==> config.mk <==
export PLATFORM = sky130hd
export DESIGN_NAME = bcd_display_feeder
export DESIGN_NICKNAME = d
export VERILOG_FILES = /design/src/rtl/bcd_display_feeder.sv
export SDC_FILE = /design/constraint.sdc
export NUM_CORES = 1
export LEC_CHECK = 0
export ABC_AREA = 1
export CORE_MARGIN = 4
export CORE_UTILIZATION = 45
export CTS_CLUSTER_DIAMETER = 60
export CTS_CLUSTER_SIZE = 20
export DETAILED_ROUTE_END_ITERATION = 10
export GPL_TIMING_DRIVEN = 0
export PLACE_DENSITY = 0.73
export SLEW_MARGIN = 30
export SYNTH_ARGS = -nofsm -noshare
export SYNTH_HDL_FRONTEND = slang
export SYNTH_SLANG_ARGS = --single-unit
==> constraint.sdc <==
create_clock -name clk -period 1.4 [get_ports clk]
set_input_delay 0.14 -clock clk [delete_from_list [all_inputs] [get_ports clk]]
set_output_delay 0.14 -clock clk [all_outputs]
set_load 0.02 [all_outputs]
==> src/rtl/bcd_display_feeder.sv <==
// Sequential binary-to-BCD converter feeding the four-digit seven-segment driver.
// One double-dabble step per SHIFT cycle; bcd/ovf only change on the COMMIT edge.
module bcd_display_feeder #(
  parameter int IN_W = 16
) (
  input  logic            clk,
  input  logic            rst_n,
  input  logic [IN_W-1:0] in_data,
  input  logic            in_valid,
  output logic            in_ready,
  output logic [15:0]     bcd,
  output logic            ovf,
  output logic            done
);

  localparam logic [1:0] IDLE   = 2'd0;
  localparam logic [1:0] SHIFT  = 2'd1;
  localparam logic [1:0] COMMIT = 2'd2;

  logic [1:0]      state_q, state_d;
  logic [IN_W-1:0] bin_sr_q, bin_sr_d;
  logic [19:0]     scr_q, scr_d;
  logic [4:0]      cnt_q, cnt_d;
  logic [15:0]     bcd_q, bcd_d;
  logic            ovf_q, ovf_d;
  logic            done_q, done_d;

  // Scratch after the add-3 step; bit 19 is dropped by the shift, so only 19 bits are kept.
  logic [18:0]     scr_adj;

  genvar gi;
  generate
    for (gi = 0; gi < 4; gi++) begin : g_adj
      assign scr_adj[gi*4 +: 4] = (scr_q[gi*4 +: 4] >= 4'd5) ? scr_q[gi*4 +: 4] + 4'd3
                                                             : scr_q[gi*4 +: 4];
    end
  endgenerate

  assign scr_adj[18:16] = (scr_q[19:16] >= 4'd5) ? scr_q[18:16] + 3'd3 : scr_q[18:16];

  always_comb begin
    state_d  = state_q;
    bin_sr_d = bin_sr_q;
    scr_d    = scr_q;
    cnt_d    = cnt_q;
    bcd_d    = bcd_q;
    ovf_d    = ovf_q;
    done_d   = 1'b0;
    case (state_q)
      IDLE: begin
        if (in_valid) begin
          bin_sr_d = in_data;
          scr_d    = '0;
          cnt_d    = '0;
          state_d  = SHIFT;
        end
      end
      SHIFT: begin
        scr_d    = {scr_adj, bin_sr_q[IN_W-1]};
        bin_sr_d = {bin_sr_q[IN_W-2:0], 1'b0};
        cnt_d    = cnt_q + 5'd1;
        if (cnt_q == 5'(IN_W - 1)) state_d = COMMIT;
      end
      COMMIT: begin
        if (scr_q[19:16] != 4'd0) begin
          bcd_d = 16'hEEEE;
          ovf_d = 1'b1;
        end else begin
          bcd_d = scr_q[15:0];
          ovf_d = 1'b0;
        end
        done_d  = 1'b1;
        state_d = IDLE;
      end
      default: state_d = IDLE;
    endcase
  end

  always_ff @(posedge clk or negedge rst_n) begin
    if (!rst_n) begin
      state_q  <= IDLE;
      bin_sr_q <= '0;
      scr_q    <= '0;
      cnt_q    <= '0;
      bcd_q    <= '0;
      ovf_q    <= 1'b0;
      done_q   <= 1'b0;
    end else begin
      state_q  <= state_d;
      bin_sr_q <= bin_sr_d;
      scr_q    <= scr_d;
      cnt_q    <= cnt_d;
      bcd_q    <= bcd_d;
      ovf_q    <= ovf_d;
      done_q   <= done_d;
    end
  end

  assign in_ready = (state_q == IDLE);
  assign bcd      = bcd_q;
  assign ovf      = ovf_q;
  assign done     = done_q;

endmodule

== Yosys cells after proc, flatten, opt, wreduce, memory -nomap -nowiden ==
Index checks and enable logic that the tools add are counted.

* Reductions and logical operators: 5
* Multiplexer cells: 17
* Add/sub/neg operators: 6
* Order comparisons: 5
* Eq/ne operators: 5

{| class="wikitable"
|+ Operators by type and width
! kind !! number
|-
| $pmux 20 s2 || 1
|-
| $mux 16 || 2
|-
| $pmux 16 s2 || 1
|-
| $ge 4x3->1 const B || 5
|-
| $mux 20 || 1
|-
| $add 4x2->4 const B || 4
|-
| $mux 4 || 4
|-
| $pmux 5 s2 || 1
|-
| $add 5x1->5 const B || 1
|-
| $eq 5x4->1 const B || 1
|-
| $mux 5 || 1
|-
| $mux 2 || 2
|-
| $ne 2x2->1 const B || 2
|-
| $pmux 2 s2 || 1
|-
| $reduce_and 2->1 || 2
|-
| $reduce_bool 4->1 || 1
|-
| $add 3x2->3 const B || 1
|-
| $mux 3 || 1
|-
| $eq 2x1->1 const B || 1
|-
| $eq 2x2->1 const B || 1
|-
| $logic_not 2->1 || 1
|-
| $mux 1 || 2
|-
| $reduce_bool 2->1 || 1
|}

* Input bits: 19
* Logic and storage cells: 45
* Output and inout bits: 19
* Register bits after elaboration: 61

== Longest topological paths before layout ==
Gate-level depths: netlist (run 1).

* Depth in word-level cells: 3
* Depth in mapped cells: 9
* Gate-level depth less buffers: 9

== Worst setup path before layout (run 1) ==
No wires, ideal clock.

* Path kind: register to register
* Start point: register scr_q[16]
* End point: register bcd_q[15], in the netlist bcd[15]
* Slack: 209 ps
* Data arrival time: 1109 ps
* Required time: 1318 ps
* Library setup time: 82 ps
* Clock period less this slack: 1191 ps
* Path buffers: 1
* Stages on the path, launching flop included: 7
* Path through: dfrtp_1 inv_1 ha_1 nand3_1 clkbuf_1 inv_1 a31oi_1

* Word-level cells in the longest chain between the ends: 2

{| class="wikitable"
|+ RTL lines
! what !! line !! source
|-
| start: declaration || 22 || <nowiki>logic [19:0] scr_q, scr_d;</nowiki>
|-
| start signal: assignment || 91 || <nowiki>scr_q <= scr_d;</nowiki>
|-
| $reduce_bool 4->1 || 65 || <nowiki>if (scr_q[19:16] != 4'd0) begin</nowiki>
|-
| $mux 16 || 65 ||
|-
| end signal: assignment || 85 || <nowiki>bcd_q <= '0;</nowiki>
|-
| end signal: assignment || 93 || <nowiki>bcd_q <= bcd_d;</nowiki>
|-
| end: declaration || 24 || <nowiki>logic [15:0] bcd_q, bcd_d;</nowiki>
|}

No other way between the ends.
A chain may end at the register's enable or synchronous reset.

== Final worst setup path (run 1) ==
* Start point: register scr_q[4]
* End point: register scr_q[5]

* Word-level cells in the longest chain between the ends: 3
* Elaborated cells on any way between the ends: 4
* Classes of those cells: 1 x add/sub; 1 x order compare; 2 x mux

{| class="wikitable"
|+ RTL lines
! what !! line !! source
|-
| $add 4x2->4 or $ge 4x3->1 (tied branches) || 34 || <nowiki>assign scr_adj[gi*4 +: 4] = (scr_q[gi*4 +: 4] >= 4'd5) ? scr_q[gi*4 +: 4] + 4'd3</nowiki>
|-
| $mux 4 * || 34 ||
|-
| $pmux 20 s2 * || 49 || <nowiki>case (state_q)</nowiki>
|}

Mark *: on every way between the ends. The rest lies on a longest branch, timed or not.

==> flow_summary.toml, run 1 <==
[clock_tree]
cts-root-buf = "clkbuf_8"
cts_made_buffers = 9
clockBufferDepth = 2
cts_tree = "done"
clk_pin_slew_ps = 70
clock-sinks = 61
worstSkewPairLatency_ps = 340
h-tree-depth = 3

[power]
p_switching_mw = 3.228
sw_frac_of_total = 0.4132
power.internal_mw = 4.585
pwr-share-clk = 0.195
p_leak_nw = 1.861
ir_drop_uv = 897.6
power_frac_comb = 0.427
pwr_density_cell_nw_per_um2 = 2102
power_frac_seq = 0.378

[floorplan]
ios = 38
dieArea_um2 = 8034
rows = 29
core-area_um2 = 6422
initial_core_util = 0.4670
die_y_um = 89.64
die_x_um = 89.64

[synth]
ys_types = 21
yosysTopAreaCell = "dfrtp_1"
yosys_warnings = 0
yosys-top-cells-area = "dfrtp_1 51%, nand2_1 19%, nand3_1 6.7%"
synth_top_area_share = 0.5090
syn_area_um2 = 2999
syn_area_per_cell_um2 = 8.217
synthCells = 365
ys_seq_area_frac = 0.5090
ys_ff_latch = 61
synth_nets = 397

[finish]
diodes = 0
utilization = 0.5786
fill_cells = 600
area_growth_pct = 23.90
nNetsFinal = 452
drive_gt1_frac = 0.1153
final_area_um2 = 3716
layout_commonest_cell = "nand2_1"
mostFrequentLayoutCells = "148 x nand2_1, 58 x dfrtp_1, 39 x nand3_1"

[sta]
period_share = 0.9668
fin_crit_ps = 1354
fin_ws_ps = 46.46
finalSetupViolations = 0
clock_skew_ps = 10.03
maxClockFrequency_ghz = 0.7388
setup-tns-final_ps = 0
whs_ps = 263.4
slew_viol_final = 0
finalHoldViolations = 0
maxSlewHeadroom = 0.7619
tightestPinTransition_ps = 357.2

[grt]
grt_overflow_total = 0
grt_max_degree = 35
antenna_found_initial = 0
grt_pass1_vias = 2381
grt_pass1_wl_um = 10700
grt.total_usage = 0.1758

[setup_path]
worst-path-max-fanout = 5
end_kind = "register"
cp-start-kind = "register"
r2r_slack_ps = 50
cp-endpoint = "scr_q[5]$_DFFE_PN0P_"
critPathKind = "register to register"
r2r_cells = 8
r2r-end = "scr_q[5]$_DFFE_PN0P_"
r2r_start = "scr_q[4]$_DFFE_PN0P_"
startpoint = "scr_q[4]$_DFFE_PN0P_"
cp.required_ps = 1630
arrival_ps = 1580

[route]
avgViaCountPerCell = 5.157
postRouteAntennaNets = 0
wire_per_inst_um = 12.87
firstDrtPassIters = 4
vias = 2589
drtIter0Drc = 122
totalWireLength_um = 6460
drc_errors = 0

[placed_design]
hpwl_um = 4551
placement.io_buffers = 37
pre_cts_slack_ps = -45.65
gp_congestion = 0.7956
placed_area_um2 = 3483

[min_path]
hp-class = "input port to asynchronous set/reset pin"

[job]
maxCapViolations = 0

[run_status]
status = "finished, final reports clean"
-- flip-flops by register name, indices dropped and copies added (netlist names) --
name      flops
bin_sr_q     16
state_q       2
cnt_q         5
scr_q        20
done          1
bcd          16
ovf           1
-- cells by family (layout without fill, tap and decap cells) --
family / count (synthesis) / count (layout) / synth area share
AOI/OAI and AO/OA: 37 / 37 / 0.06925
adders and majority gates: 13 / 13 / 0.05424
buffers and inverters: 44 / 104 / 0.07300
DFF: 61 / 61 / 0.5090
and+or+nand+nor: 210 / 210 / 0.2945
-- metal layers --
metal,wire (um),up-vias,track usage
met4,203,0,0.1028
met5,0,-,0
li1,-,1289,-
met3,361,21,0.04106
met2,2923,78,0.2813
met1,2972,1201,0.2166
-- how the worst min path moves through the flow --
| stage | to | slack [ps] | cells after the start |
|---|---|---|---|
| after floorplan | bcd[0]$_DFFE_PN0P_ | -160 | 0 |
| after global placement | bcd[6]$_DFFE_PN0P_ | 460 | 2 |
| after detailed placement | bcd[1]$_DFFE_PN0P_ | 80 | 1 |
| after CTS | bcd[1]$_DFFE_PN0P_ | 240 | 2 |
| after global routing | bcd[7]$_DFFE_PN0P_ | 290 | 2 |
| final | scr_q[14]$_DFFE_PN0P_ | 260 | 2 |
-- timing repair --
item,4_1_cts,5_1_grt
buffers inserted,0,5
hold endpoints to repair,27,0
resized for setup,22,15
hold buffers,1,0
endpoints found under the setup margin,26,25
-- cell type report --
class | instances | area, um2 | area share
sequential | 61 | 1530 | 0.4118
multi-input combinational | 260 | 1266 | 0.3407
timing repair buffer | 44 | 407.9 | 0.1098
clock buffer | 9 | 123.9 | 0.03333
inverter | 32 | 120.1 | 0.03232
buffer | 12 | 105.1 | 0.02828
tap | 77 | 96.34 | 0.02593
clock inverter | 7 | 66.31 | 0.01785
-- power groups by stage --
stage	logic (mW)	clock network [mW]	registers, mW
finish	3.33	1.52	2.96
global route	3.84	1.66	3.03
floorplan	2.23	0	3.02
CTS	3.20	1.57	2.95
global placement	3.14	0	2.95
detailed placement	3.27	0	2.98
-- synth_stat cells (all sizes together) --
cell    count
nand3      40
nor2       11
dfrtp      61
nand2     151
inv        32
a21oi       3
buf        11
o22ai       2
ha         13
nand4       8
o211ai      6
clkbuf      1
a31oi       2
o21ai      23
o21a        1
-- metrics by stage --
| stage | std cells | total power, mW |
|---|---|---|
| final | 502 | 7.813 |
| after global placement | 479 | 6.089 |
| after global routing | 502 | 8.521 |
| after CTS | 497 | 7.720 |
| after floorplan | 365 | 5.247 |
| after detailed placement | 480 | 6.245 |
-- critical path: stages (launching register included) --
cell     delay [ps]
dfrtp_2         420
inv_1            90
ha_1            210
inv_1            70
nand2_1         100
nand3_1         140
nand2_1          80
nand3_1          90
nand2_1          50
Note: power is estimated with default switching activity, not from simulation.
==> run 2: changes to the inputs <==
--- a/config.mk
+++ b/config.mk
@@ -12,7 +12,7 @@
 export CTS_CLUSTER_SIZE = 20
 export DETAILED_ROUTE_END_ITERATION = 10
 export GPL_TIMING_DRIVEN = 0
-export PLACE_DENSITY = 0.73
+export PLACE_DENSITY_LB_ADDON = 0.3
 export SLEW_MARGIN = 30
 export SYNTH_ARGS = -nofsm -noshare
 export SYNTH_HDL_FRONTEND = slang
==> flow_summary.toml, run 2 (synthesis gave the netlist of run 1 again) <==
[route]
drtIter0Drc = 155
drc_errors = 0
avgViaCountPerCell = 5.034
vias = 2552
postRouteAntennaNets = 0
firstDrtPassIters = 4
totalWireLength_um = 6439
wire_per_inst_um = 12.70

[job]
maxCapViolations = 0

[setup_path]
critPathKind = "register to output port"
r2r_start = "scr_q[4]$_DFFE_PN0P_"
slowest_stage = "dfrtp_2"
r2r-end = "scr_q[8]$_DFFE_PN0P_"
r2r_slack_ps = 80
startpoint = "state_q[0]$_DFFE_PN0P_"
cp-start-kind = "register"
end_kind = "output port"
worstPathCellList = "nor2_1 > clkdlybuf4s15_2"
worst-path-max-fanout = 5
r2r_cells = 7
cp.required_ps = 1260
max_stage_delay_ps = 480
arrival_ps = 1200

[grt]
grt_overflow_total = 0
grt_pass1_vias = 2371
grt.total_usage = 0.1735
grt_max_degree = 32
antenna_found_initial = 0
grt_pass1_wl_um = 10710

[clock_tree]
clock-sinks = 61
cts_tree = "done"
h-tree-depth = 3
clk_pin_slew_ps = 70
worstSkewPairLatency_ps = 340
cts_made_buffers = 9
clockBufferDepth = 2
cts-root-buf = "clkbuf_8"

[run_status]
status = "finished, final reports clean"

[finish]
max_flop_register = "scr_q"
area_growth_pct = 27.37
mostFrequentLayoutCells = "149 x nand2_1, 59 x dfrtp_1, 37 x nand3_1"
layout_commonest_cell = "nand2_1"
largest_register_ffs = 20
fill_cells = 599
drive_gt1_frac = 0.1186
nNetsFinal = 457
ff_latch_area_um2 = 1529
multiInputGateArea_um2 = 1274
diodes = 0
utilization = 0.5948

[floorplan]
initial_core_util = 0.4670
rows = 29
core-area_um2 = 6422
die_y_um = 89.64
dieArea_um2 = 8034
die_x_um = 89.64
ios = 38

[sta]
maxSlewHeadroom = 0.7230
period_share = 0.9589
maxClockFrequency_ghz = 0.7449
finalSetupViolations = 0
finalHoldViolations = 0
slew_viol_final = 0
tightestPinTransition_ps = 415.5
clock_skew_ps = 6.787
fin_crit_ps = 1343
whs_ps = 275.0

[power]
p_leak_nw = 1.913
total_power_mw = 8.277
pwr_density_cell_nw_per_um2 = 2167
ir_drop_uv = 1178

[placed_design]
gp_congestion = 0.8229
placement.io_buffers = 37
hpwl_um = 4492

[min_path]
hp-class = "input port to asynchronous set/reset pin"
## run 2: changes by cell type in the layout (fill, tap and decap cells not counted), moves of 2 or more
cell       previous run  this run
clkbuf_1              0         2
o21ai_1               3         5
buf_4                 8        12
bufinv_16             1         3
clkinv_2              4         1
nand3_1              39        37
nand3_2               1         3
o21ai_0              20        18
## run 2: area by class of cell
cell class,count,area share
Multi-Input combinational cell,260,0.3334
Clock inverter,4,0.02489
Sequential cell,61,0.4003
Inverter,32,0.03144
Tap cell,77,0.02522
Clock buffer,12,0.03800
Buffer,12,0.02850
Timing Repair Buffer,49,0.1182
## run 2: worst max path at each step
stage                     slack, ps                       end
after floorplan                 210       bcd[15]$_DFFE_PN0P_
after global placement        -1840  bin_sr_q[11]$_DFFE_PN0P_
after detailed placement        -70        bcd[7]$_DFFE_PN0P_
after CTS                         9        bcd[6]$_DFFE_PN0P_
after global routing            -10      scr_q[1]$_DFFE_PN0P_
final                            60                  in_ready
## run 2: metal layers
| layer | vias up | wire, um | track usage |
|---|---|---|---|
| li1 | 1307 | - | - |
| met1 | 1180 | 3031 | 0.2217 |
| met2 | 56 | 3030 | 0.2832 |
| met3 | 9 | 305 | 0.04927 |
| met4 | 0 | 72 | 0.05954 |
| met5 | - | 0 | 0 |
## run 2: timing repair
item,CTS,global route
buffers inserted,0,10
pin swaps,0,2
hold buffers,1,0
hold endpoints to repair,30,0
gates resized for setup,24,13
setup endpoints to repair,30,32
## run 2: through the flow
stage	instances	area, um2	worst slack, ps	setup TNS [ps]
2_1_floorplan	365	2999	209.3	0
3_3_place_gp	479	3466	-1840	-112420
3_5_place_dp	480	3483	-72.39	-906.5
4_1_cts	497	3716	8.597	0
5_1_grt	507	3820	-11.58	-11.58
6_report	507	3820	57.49	0
## run 2: power by group
group,switching [mW],internal [mW]
Sequential,0.498,2.45
Clock,0.686,1.23
Combinational,2.04,1.38
Total,3.22,5.06
## run 2: worst max-delay path, delay by kind of cell (launching register included)
family | cells | cell delay [ps]
and+or+nand+nor | 1 | 120
DFF | 1 | 480
buffers and inverters | 1 | 260
